**src/rtl/dm_lane_seq.sv**
```systemverilog
// dm_lane_seq: BL8 write sequencer for one DDR3 DM lane (clk_div domain).
// Ports: wr_* request in, din/tin/dci_disable out, dly_* ODELAY update path.
module dm_lane_seq #(
  parameter int         WR_PRE_CYCLES  = 1,
  parameter int         WR_POST_CYCLES = 1,
  parameter logic [7:0] ODELAY_VALUE   = 8'd0
) (
  input  logic       clk_div,
  input  logic       rst,
  input  logic       wr_valid,
  input  logic [7:0] wr_mask,
  output logic       wr_ready,
  input  logic       term_en,
  input  logic       dly_req,
  input  logic [7:0] dly_value,
  output logic       dly_busy,
  output logic [3:0] din,
  output logic [3:0] tin,
  output logic       dci_disable,
  output logic [7:0] dly_data,
  output logic       set_odelay,
  output logic       ld_odelay,
  output logic       term_err
);

  typedef enum logic [2:0] {
    S_IDLE, S_PRE, S_D0, S_D1, S_POST
  } state_t;

  localparam logic [1:0] PRE_LD =
    2'(WR_PRE_CYCLES > 0 ? WR_PRE_CYCLES - 1 : 0);
  localparam logic [1:0] POST_LD =
    2'(WR_POST_CYCLES > 0 ? WR_POST_CYCLES - 1 : 0);

  state_t     r_state, w_nxt;
  logic [1:0] r_cnt, w_cnt_nxt;
  logic [7:0] r_mask, w_mask_nxt;
  logic [3:0] r_din, r_tin;
  logic       r_dci, r_term_err;
  logic [7:0] r_dly_data;
  logic       r_set, r_ld, r_busy;
  logic       w_acc, w_dly_acc;
  logic       w_busy_nxt, w_ld_nxt;
  logic       w_nxt_idle;

  // ld_pend and dly_busy share one register: they rise and fall together.
  assign wr_ready = ~rst & ((r_state == S_D1) |
                            (r_state == S_POST) |
                            ((r_state == S_IDLE) & ~r_busy));

  assign w_acc     = wr_valid & wr_ready;
  assign w_dly_acc = dly_req & ~r_busy;

  always_comb begin
    w_nxt     = r_state;
    w_cnt_nxt = r_cnt;
    case (r_state)
      S_IDLE: begin
        if (w_acc) begin
          if (WR_PRE_CYCLES > 0) begin
            w_nxt     = S_PRE;
            w_cnt_nxt = PRE_LD;
          end else begin
            w_nxt = S_D0;
          end
        end
      end
      S_PRE: begin
        if (r_cnt == 2'd0) w_nxt = S_D0;
        else w_cnt_nxt = r_cnt - 2'd1;
      end
      S_D0: w_nxt = S_D1;
      S_D1: begin
        if (w_acc) begin
          w_nxt = S_D0;
        end else if (WR_POST_CYCLES > 0) begin
          w_nxt     = S_POST;
          w_cnt_nxt = POST_LD;
        end else begin
          w_nxt = S_IDLE;
        end
      end
      S_POST: begin
        if (w_acc) w_nxt = S_D0;
        else if (r_cnt == 2'd0) w_nxt = S_IDLE;
        else w_cnt_nxt = r_cnt - 2'd1;
      end
      default: w_nxt = S_IDLE;
    endcase
  end

  assign w_mask_nxt = w_acc ? wr_mask : r_mask;
  assign w_nxt_idle = (w_nxt == S_IDLE);

  // Pending load survives until the ld cycle itself has been issued.
  assign w_busy_nxt = w_dly_acc | (r_busy & ~r_ld);

  // Outputs are registered from next-state values so they line up with
  // the FSM state of the cycle they are presented in.
  assign w_ld_nxt = w_busy_nxt & w_nxt_idle & ~w_dly_acc;

  always_ff @(posedge clk_div) begin
    if (rst) begin
      r_state    <= S_IDLE;
      r_cnt      <= 2'd0;
      r_mask     <= 8'd0;
      r_din      <= 4'h0;
      r_tin      <= 4'hF;
      r_dci      <= 1'b1;
      r_term_err <= 1'b0;
      r_dly_data <= ODELAY_VALUE;
      r_set      <= 1'b0;
      r_ld       <= 1'b0;
      r_busy     <= 1'b0;
    end else begin
      r_state <= w_nxt;
      r_cnt   <= w_cnt_nxt;
      r_mask  <= w_mask_nxt;
      if (w_nxt == S_D0)      r_din <= w_mask_nxt[3:0];
      else if (w_nxt == S_D1) r_din <= w_mask_nxt[7:4];
      else                    r_din <= 4'h0;
      r_tin      <= w_nxt_idle ? 4'hF : 4'h0;
      r_dci      <= ~(term_en & w_nxt_idle);
      r_term_err <= r_term_err |
                    (term_en & (r_state != S_IDLE));
      if (w_dly_acc) r_dly_data <= dly_value;
      r_set  <= w_dly_acc;
      r_ld   <= w_ld_nxt;
      r_busy <= w_busy_nxt;
    end
  end

  assign din         = r_din;
  assign tin         = r_tin;
  assign dci_disable = r_dci;
  assign term_err    = r_term_err;
  assign dly_data    = r_dly_data;
  assign set_odelay  = r_set;
  assign ld_odelay   = r_ld;
  assign dly_busy    = r_busy;

endmodule

```
**config.mk**
```make
export PLATFORM = sky130hd
export DESIGN_NAME = dm_lane_seq
export DESIGN_NICKNAME = d
export VERILOG_FILES = /design/src/rtl/dm_lane_seq.sv
export SDC_FILE = /design/constraint.sdc
export NUM_CORES = 1
export LEC_CHECK = 0
export CORE_ASPECT_RATIO = 0.6
export CORE_MARGIN = 2
export CORE_UTILIZATION = 48
export DETAILED_ROUTE_END_ITERATION = 6
export PLACE_DENSITY = 0.91
export SYNTH_ARGS = -nofsm -noshare
export SYNTH_HDL_FRONTEND = slang
export SYNTH_SLANG_ARGS = --single-unit
```
**constraint.sdc**
```tcl
create_clock -name clk_div -period 4.3 [get_ports clk_div]
set_input_delay 0.645 -clock clk_div [delete_from_list [all_inputs] [get_ports clk_div]]
set_output_delay 0.645 -clock clk_div [all_outputs]
set_load 0.02 [all_outputs]
```
==> results of run 1 <==
-- final cells by class --
cell class / instances / area [um2] / area share
Sequential cell: 31 / 621 / 0.333
Timing Repair Buffer: 43 / 428 / 0.230
Inverter: 4 / 15.0 / 0.00805
Clock inverter: 2 / 35.0 / 0.0188
Tap cell: 32 / 40.0 / 0.0215
Multi-Input combinational cell: 96 / 643 / 0.345
Clock buffer: 6 / 82.6 / 0.0443
-- final timing paths --
path	to	slack, ns	cells past startpoint
max reg2reg	din[2]$_SDFF_PP0_	2.27	5
min	dly_data[2]$_SDFFE_PP0P_	0.46	2
max	wr_ready	1.32	4
min reg2reg	dly_data[2]$_SDFFE_PP0P_	0.46	2
-- worst min-delay path, stage by stage, from the launching register on --
cell	delay, ns
dfxtp_1	0.31
nand2_1	0.05
a21oi_1	0.05
-- cell usage after synthesis (3+ instances only) --
library cell	instances	area, um2
dfxtp_1	31	621
clkbuf_1	4	15.0
nor2_1	9	33.8
nor2b_1	10	62.6
a32o_1	4	40.0
nand2_1	18	67.6
a21oi_1	12	60.1
mux2_4	7	105
inv_1	3	11.3
nor3_1	7	35.0
nand2b_1	5	31.3
buf_4	4	30.0
mux2_2	3	33.8
-- routing by layer --
| layer | GRT usage | vias to the layer above |
|---|---|---|
| met5 | 0 | - |
| met4 | 0.0889 | 0 |
| met3 | 0.0714 | 9 |
| met2 | 0.371 | 32 |
| met1 | 0.251 | 547 |
| li1 | - | 561 |
-- logic make-up (layout without fill, tap and decap cells) --
family                   Yosys count  count (layout)  share of synthesized area
AND/OR/NAND/NOR                   58              58                      0.225
flip-flops                        31              31                      0.461
AO/OA/AOI/OAI                     25              25                      0.126
buffers and inverters             16              55                     0.0622
multiplexers                      11              11                      0.110
adder cells (fa/ha/maj)            1               1                    0.00928
XOR/XNOR                           1               1                    0.00650
-- where the power goes --
| part | internal, mW | leakage, nW | switching, mW |
|---|---|---|---|
| Combinational | 0.0777 | 0.421 | 0.0742 |
| Clock | 0.187 | 0.0612 | 0.116 |
| Sequential | 0.308 | 0.254 | 0.0135 |
-- metrics by stage --
step / hold WS (ns) / area [um2] / total power [mW]
CTS: 0.465 / 1860 / 0.776
detailed placement: 0.451 / 1750 / 0.477
global placement: 0.448 / 1750 / 0.470
finish: 0.463 / 1860 / 0.776
floorplan: 0.535 / 1350 / 0.419
global route: 0.480 / 1860 / 0.801
-- flip-flops by register name, indices dropped and copies added, names as in the netlist, 2 cells and up --
register,count
r_state,3
r_cnt,2
din,4
r_mask,8
dly_data,8
-- layout by cell type, fill, tap and decap left out, types with 2 or more instances in the layout --
cell,n
mux2_2,3
dfxtp_1,31
o21ai_0,2
a32o_1,4
nor2_1,9
clkbuf_8,6
nand2_1,18
a31oi_1,2
nor2b_1,10
inv_1,3
nand2b_1,5
mux2_4,7
a21oi_1,12
clkdlybuf4s50_1,42
nor3_1,7
==> impl_metrics.env, run 1 <==
export IMPL_run_status="finished clean"
export IMPL_numPortBuffers=42
export IMPL_num_rows=14
export IMPL_path_buf_inv=3
export IMPL_cp_startpoint="rst"
export IMPL_num_nets_final=203
export IMPL_die_y_um=45.0
export IMPL_cts_buffers=5
export IMPL_setup_ws_ns=1.32
export IMPL_cap_violations=0
export IMPL_drv_slew=0
export IMPL_via_per_inst=5.37
export IMPL_globalplace_congestion=0.845
export IMPL_critPathTopFamily="buffers and inverters"
export IMPL_fmax_mhz=336
export IMPL_clock_path_buffers=2
export IMPL_grt_usage=0.214
export IMPL_routed_via_count=1149
export IMPL_rsz0062_at_grt="no"
export IMPL_hp_start="dly_data[2]$_SDFFE_PP0P_"
export IMPL_diodes=0
export IMPL_crit_type="in -> out"
export IMPL_clk_pin_slew_worst_paths_ns=0.07
export IMPL_clock_latency_ns=0.29
export IMPL_dr_wl_met2_um=1610
export IMPL_initial_core_util=0.520
export IMPL_cts_tree="done"
export IMPL_ys_ff_latch=31
export IMPL_synth_ff_type="dfxtp_1"
export IMPL_htreeDepth=2
export IMPL_finalHoldViolCount=0
export IMPL_die_w_um=72.4
export IMPL_mappedNetlistNets=165
export IMPL_dpl_hpwl_um=2320
export IMPL_critPathCaptureType="output pin"
export IMPL_dr_max_layer_used="met4"
export IMPL_yosys_warnings=0
export IMPL_place_inst=206
export IMPL_syn2layout_area_growth_pct=38.3
export IMPL_finalSetupViolCount=0
export IMPL_peakVddDrop_mv=0.323
export IMPL_ant_nets=0
export IMPL_drtIter0Drc=81
export IMPL_drc=0
export IMPL_critPathSlowestCell="clkdlybuf4s50_1"
export IMPL_layout_drive_gt1_share=0.132
export IMPL_wl_met3_um=165
export IMPL_cp_required_ns=3.65
export IMPL_grt_pass1_vias=1106
export IMPL_synth_seq_area_share=0.461
export IMPL_synth_area_um2=1350
export IMPL_ys_types=36
export IMPL_cts_resized=0
export IMPL_worstPathMaxFanout=19
export IMPL_clock_sinks=31
export IMPL_grt_start_max_net_pins=20
export IMPL_tns_ns=0
export IMPL_antenna_found_initial=0
export IMPL_wirelength_um=3270
export IMPL_fin_util=0.719
export IMPL_tightest_slew_ns=0.629
export IMPL_fin_cells=214
export IMPL_fin_crit_ns=2.98
export IMPL_grt_pass1_wl_um=5110
export IMPL_synth_area_per_cell_um2=9.42
export IMPL_cp_slowest_stage_delay_ns=0.64
export IMPL_ios=43
export IMPL_skew_ns=0.00940
export IMPL_ctsHoldBuffers=0
export IMPL_timing_rr_start="r_state[2]$_SDFF_PP0_"
export IMPL_path_common_cell="clkdlybuf4s50_1"
export IMPL_leakagePower_nw=0.736
export IMPL_hold_path_class="reg -> reg"
export IMPL_synthCells=143
export IMPL_dr_pass1_iters=4
export IMPL_wl_per_cell_um=15.3
export IMPL_synth_edf_count=0
export IMPL_cts_setup_buffers=0
export IMPL_critPathArrivalTime_ns=2.33
export IMPL_async_reset_ff_frac=0
export IMPL_fill_cells=172
export IMPL_die_area_um2=3260
export IMPL_critical_path_startpoint_type="input pin"
export IMPL_cts_root_buf="clkbuf_8"
export IMPL_wl_met1_um=1420
export IMPL_core_region_area_um2=2590
export IMPL_powerDensity_nw_per_um2=416
export IMPL_crit_chain="clkdlybuf4s50_1 -> buf_4 -> nor2_1 -> clkdlybuf4s50_1"
export IMPL_dp_slack_ns=1.32
export IMPL_slew_headroom=0.570
export IMPL_grt_overflow_total=0
export IMPL_fin_crit_sh=0.692
No activity file was read; power rests on OpenSTA's default activity.
==> run 2: changes to the inputs <==
--- a/config.mk
+++ b/config.mk
@@ -7,9 +7,9 @@
 export LEC_CHECK = 0
 export CORE_ASPECT_RATIO = 0.6
 export CORE_MARGIN = 2
-export CORE_UTILIZATION = 48
+export CORE_UTILIZATION = 41
 export DETAILED_ROUTE_END_ITERATION = 6
-export PLACE_DENSITY = 0.91
+export PLACE_DENSITY = 0.83
 export SYNTH_ARGS = -nofsm -noshare
 export SYNTH_HDL_FRONTEND = slang
 export SYNTH_SLANG_ARGS = --single-unit
==> constraint.sdc (replaced) <==
create_clock -name clk_div -period 2.4 [get_ports clk_div]
set_input_delay 0.36 -clock clk_div [delete_from_list [all_inputs] [get_ports clk_div]]
set_output_delay 0.36 -clock clk_div [all_outputs]
set_load 0.02 [all_outputs]
==> run 2 against run 1 <==
  * Sequential share of layout area rose by 0.11 points
  * Power is 61% higher
  * Clock-buffer cell count did not move
  * Sequential power up 79%
  * Register-to-register slack got worse by 1.7 ns
  * Clock power up 34%
  * Combinational power is 76% higher
  * Critical path depth did not move
  * Setup slack lost 1.2 ns
  * Clock skew fell by 0.0044 ns
  * Core utilization fell by 14 points
  * Flip-flop and latch count stayed put
==> impl_metrics.env, run 2 (synthesis results as in run 1) <==
export IMPL_run_status="finished clean"
export IMPL_ctsHoldBuffers=0
export IMPL_r2r_end="din[2]$_SDFF_PP0_"
export IMPL_slew_headroom=0.601
export IMPL_crit_type="reg -> out"
export IMPL_numPortBuffers=42
export IMPL_ios=43
export IMPL_cts_buffers=5
export IMPL_cts_root_buf="clkbuf_8"
export IMPL_critPathSlowestCell="clkdlybuf4s50_1"
export IMPL_ant_nets=0
export IMPL_clock_sinks=31
export IMPL_critPathTopFamily="buffers and inverters"
export IMPL_wirelength_um=3020
export IMPL_drc=0
export IMPL_r2r_slack_ns=0.55
export IMPL_dp_slack_ns=0.286
export IMPL_r2r_cells=5
export IMPL_finalSetupViolCount=0
export IMPL_fmax_mhz=434
export IMPL_cp_startpoint="r_state[1]$_SDFF_PP0_"
export IMPL_powerDensity_nw_per_um2=672
export IMPL_final_cell_mix="42 x clkdlybuf4s50_1, 31 x dfxtp_1, 18 x nand2_1"
export IMPL_antenna_found_initial=0
export IMPL_fill_cells=266
export IMPL_worstPathMaxFanout=10
export IMPL_clock_path_buffers=2
export IMPL_path_buf_inv=1
export IMPL_rsz0062_at_grt="no"
export IMPL_critPathArrivalTime_ns=1.94
export IMPL_clock_latency_ns=0.28
export IMPL_crit_chain="and2b_4 -> a22oi_2 -> nor2_1 -> clkdlybuf4s50_1"
export IMPL_grt_usage=0.174
export IMPL_setup_ws_ns=0.0974
export IMPL_initial_core_util=0.421
export IMPL_leakagePower_nw=0.728
export IMPL_seqCellArea_um2=621
export IMPL_peakVddDrop_mv=0.354
export IMPL_dpl_hpwl_um=2190
export IMPL_layout_commonest_cell="clkdlybuf4s50_1"
export IMPL_cts_tree="done"
export IMPL_critical_path_startpoint_type="flop"
export IMPL_globalplace_congestion=0.947
export IMPL_die_w_um=78.0
export IMPL_via_per_inst=4.93
export IMPL_drtIter0Drc=50
export IMPL_num_nets_final=204
export IMPL_fin_crit_ns=2.30
export IMPL_wl_per_cell_um=13.3
export IMPL_cts_setup_buffers=0
export IMPL_diodes=0
export IMPL_hold_path_class="reg -> reg"
export IMPL_fin_crit_sh=0.959
export IMPL_cp_slowest_stage_delay_ns=0.65
export IMPL_clk_pin_slew_worst_paths_ns=0.06
export IMPL_grt_pass1_wl_um=4930
export IMPL_layout_drive_gt1_share=0.132
export IMPL_syn2layout_area_growth_pct=37.9
export IMPL_tns_ns=0
export IMPL_cap_violations=0
export IMPL_htreeDepth=2
export IMPL_routed_via_count=1119
export IMPL_cp_depth=4
export IMPL_timing_rr_start="r_state[1]$_SDFF_PP0_"
export IMPL_grt_overflow_total=0
export IMPL_finalHoldViolCount=0
export IMPL_dr_pass1_iters=4
export IMPL_num_rows=16
export IMPL_grt_pass1_vias=1069
export IMPL_cts_resized=0
export IMPL_core_region_area_um2=3200
export IMPL_critPathCaptureType="output pin"
export IMPL_tightest_slew_ns=0.597
export IMPL_die_area_um2=3780
export IMPL_grt_start_max_net_pins=30
export IMPL_cp_required_ns=2.04
export IMPL_multi_input_area_um2=643
export IMPL_die_y_um=48.4
export IMPL_critPathCapture="wr_ready"
export IMPL_drv_slew=0
export IMPL_skew_ns=0.00497
==> run 2: cell count changes in the layout (fill, tap and decap cells not counted) <==
cell,change
bufinv_16,-1
buf_4,+1
==> run 2: through the flow <==
| stage | utilization | power (mW) | instance area [um2] | hold slack, ns | cells |
|---|---|---|---|---|---|
| 6_report | 0.580 | 1.25 | 1860 | 0.454 | 227 |
| 3_3_place_gp | 0.553 | 0.843 | 1770 | 0.442 | 220 |
| 5_1_grt | 0.580 | 1.31 | 1860 | 0.476 | 227 |
| 4_1_cts | 0.580 | 1.26 | 1860 | 0.457 | 227 |
| 2_1_floorplan | - | 0.751 | 1350 | 0.422 | 143 |
| 3_5_place_dp | 0.553 | 0.853 | 1770 | 0.448 | 220 |
==> run 2: metal layers <==
layer	track usage	vias up	part of all wire	wire length [um]
met3	0.0541	7	0.045	136
met2	0.261	32	0.45	1370
met1	0.219	520	0.48	1440
met4	0.105	0	0.027	80
met5	0	-	0	0
li1	-	560	-	-
==> run 2: worst register-to-register path: stages, from the launching register on <==
cell,delay (ns)
dfxtp_1,0.52
and2b_4,0.27
a22oi_2,0.10
nand2b_4,0.25
mux2_4,0.35
a32o_1,0.26
==> run 2: how the worst min path moves through the flow <==
stage / from / endpoint / slack (ns) / cells after the start
6_report: dly_data[4]$_SDFFE_PP0P_ / dly_data[4]$_SDFFE_PP0P_ / 0.45 / 2
2_1_floorplan: term_en / dci_disable$_SDFF_PP1_ / 0.42 / 1
4_1_cts: dly_data[4]$_SDFFE_PP0P_ / dly_data[4]$_SDFFE_PP0P_ / 0.46 / 2
3_5_place_dp: dly_data[4]$_SDFFE_PP0P_ / dly_data[4]$_SDFFE_PP0P_ / 0.45 / 2
5_1_grt: dly_data[4]$_SDFFE_PP0P_ / dly_data[4]$_SDFFE_PP0P_ / 0.48 / 2
3_3_place_gp: dly_data[0]$_SDFFE_PP0P_ / dly_data[0]$_SDFFE_PP0P_ / 0.44 / 2
==> run 2: final cells by class <==
type / count / area share
Tap cell: 45 / 0.0303
Timing Repair Buffer: 44 / 0.234
Inverter: 4 / 0.00808
Multi-Input combinational cell: 96 / 0.346
Clock buffer: 6 / 0.0444
Clock inverter: 1 / 0.00269
Sequential cell: 31 / 0.334
==> run 2: power by group <==
part           switching (mW)  internal, mW
combinational           0.129         0.139
clock                   0.181         0.224
sequential             0.0233         0.552
==> run 3: changes to the inputs <==
==> constraint.sdc (replaced) <==
create_clock -name clk_div -period 2.4 [get_ports clk_div]
set_input_delay 0.24 -clock clk_div [delete_from_list [all_inputs] [get_ports clk_div]]
set_output_delay 0.24 -clock clk_div [all_outputs]
set_load 0.02 [all_outputs]
==> run 3 against run 2 <==
  * Flip-flop and latch count did not move
  * Setup slack better by 0.11 ns
  * Register-to-register slack got worse by 0.03 ns
  * Combinational power about the same
  * Clock skew grew 0.0025 ns
  * Core utilization rose by 0.51 points
  * First-iteration DRC count shrank 26%
  * Largest cell class unchanged
  * Highest routed layer unchanged
==> impl_metrics.env, run 3 (synthesis results as in run 1) <==
export IMPL_run_status="finished clean"
export IMPL_grt_overflow_total=0
export IMPL_drv_slew=0
export IMPL_diodes=0
export IMPL_htreeDepth=2
export IMPL_antenna_found_initial=0
export IMPL_tns_ns=0
export IMPL_clock_latency_ns=0.28
export IMPL_clock_sinks=31
export IMPL_finalHoldViolCount=0
export IMPL_globalplace_congestion=0.867
export IMPL_peakVddDrop_mv=0.458
export IMPL_numPortBuffers=42
export IMPL_ant_nets=0
export IMPL_cts_resized=0
export IMPL_critical_path_startpoint_type="flop"
export IMPL_cts_buffers=5
export IMPL_dpl_hpwl_um=2320
export IMPL_grt_usage=0.182
export IMPL_final_cell_mix="42 x clkdlybuf4s50_1, 31 x dfxtp_1, 18 x nand2_1"
export IMPL_num_nets_final=204
export IMPL_grt_pass1_vias=1175
export IMPL_clk_pin_slew_worst_paths_ns=0.06
export IMPL_r2r_slack_ns=0.52
export IMPL_grt_start_max_net_pins=31
export IMPL_fin_crit_ns=2.19
export IMPL_layout_drive_gt1_share=0.137
export IMPL_ctsHoldBuffers=0
export IMPL_die_y_um=48.4
export IMPL_wl_per_cell_um=13.9
export IMPL_routed_via_count=1154
export IMPL_via_per_inst=5.06
export IMPL_ios=43
export IMPL_worstPathMaxFanout=10
export IMPL_fmax_mhz=456
export IMPL_finalSetupViolCount=0
export IMPL_crit_chain="and2b_4 -> a22oi_2 -> nor2_1 -> clkdlybuf4s50_1"
export IMPL_cap_violations=0
export IMPL_skew_ns=0.00743
export IMPL_fin_crit_sh=0.915
export IMPL_wirelength_um=3180
export IMPL_die_w_um=78.0
export IMPL_core_region_area_um2=3200
export IMPL_grt_pass1_wl_um=5310
export IMPL_dr_pass1_iters=4
export IMPL_slew_headroom=0.628
export IMPL_fill_cells=280
export IMPL_tightest_slew_ns=0.553
export IMPL_initial_core_util=0.421
export IMPL_syn2layout_area_growth_pct=39.1
export IMPL_critPathArrivalTime_ns=1.95
export IMPL_cts_tree="done"
export IMPL_power_total_mw=1.29
export IMPL_drc=0
export IMPL_powerDensity_nw_per_um2=689
export IMPL_leakagePower_nw=0.731
export IMPL_hold_path_class="reg -> reg"
export IMPL_cp_slowest_stage_delay_ns=0.62
export IMPL_rsz0062_at_grt="no"
export IMPL_layout_commonest_cell="clkdlybuf4s50_1"
export IMPL_crit_type="reg -> out"
export IMPL_die_area_um2=3780
export IMPL_critPathSlowestCell="clkdlybuf4s50_1"
export IMPL_cp_required_ns=2.16
export IMPL_num_rows=16
export IMPL_clock_path_buffers=2
export IMPL_cts_setup_buffers=0
export IMPL_critPathCaptureType="output pin"
export IMPL_drtIter0Drc=37
export IMPL_cts_root_buf="clkbuf_8"
-- run 3: cell types whose count changed in the layout (fill, tap and decap cells not counted), sizes merged --
cell / change
clkinv: -1
clkbuf: +1
clkinvlp: +1
-- run 3: path summary, 6_finish.rpt --
check,from,endpoint,cells past startpoint
worst max-delay path,r_state[1]$_SDFF_PP0_,wr_ready,4
worst min-delay path,dly_data[4]$_SDFFE_PP0P_,dly_data[4]$_SDFFE_PP0P_,2
worst max register to register,r_state[0]$_SDFF_PP0_,din[0]$_SDFF_PP0_,5
worst min register to register,dly_data[4]$_SDFFE_PP0P_,dly_data[4]$_SDFFE_PP0P_,2
-- run 3: layer usage --
metal  vias to the layer above  global-route usage  wire length [um]
met5                         -                   0                 0
met1                       534               0.217              1480
met2                        42               0.290              1420
li1                        563                   -                 -
met3                        15              0.0578               176
met4                         0               0.108               109
-- run 3: final cells by class --
class	instances	area (um2)	area share
flip-flops and latches	31	621	0.331
repair buffers	44	435	0.232
clock buffers	7	96.3	0.0514
multi-input cells	96	643	0.343
clock inverters	1	7.51	0.00401
well taps	45	56.3	0.0300
inverters	4	15.0	0.00801
-- run 3: power breakdown --
| group | switching [mW] | internal, mW | total (mW) |
|---|---|---|---|
| logic | 0.130 | 0.139 | 0.270 |
| clock network | 0.186 | 0.260 | 0.446 |
| registers | 0.0245 | 0.551 | 0.576 |
| total | 0.341 | 0.951 | 1.29 |
-- run 3: stage by stage --
stage | area (um2) | setup slack (ns) | instances | utilization | hold WS [ns]
5_1_grt | 1870 | 0.111 | 228 | 0.585 | 0.481
6_report | 1870 | 0.205 | 228 | 0.585 | 0.456
3_3_place_gp | 1770 | 0.473 | 220 | 0.553 | 0.442
4_1_cts | 1870 | 0.211 | 228 | 0.585 | 0.459
2_1_floorplan | 1350 | 0.666 | 143 | - | 0.302
3_5_place_dp | 1770 | 0.402 | 220 | 0.553 | 0.450
-- run 3: worst max-delay path, delay by kind of cell (launching register included) --
family                 cells  cell delay [ns]
buffers and inverters      1             0.62
DFF                        1             0.54
and+or+nand+nor            2             0.41
AOI/OAI and AO/OA          1             0.11
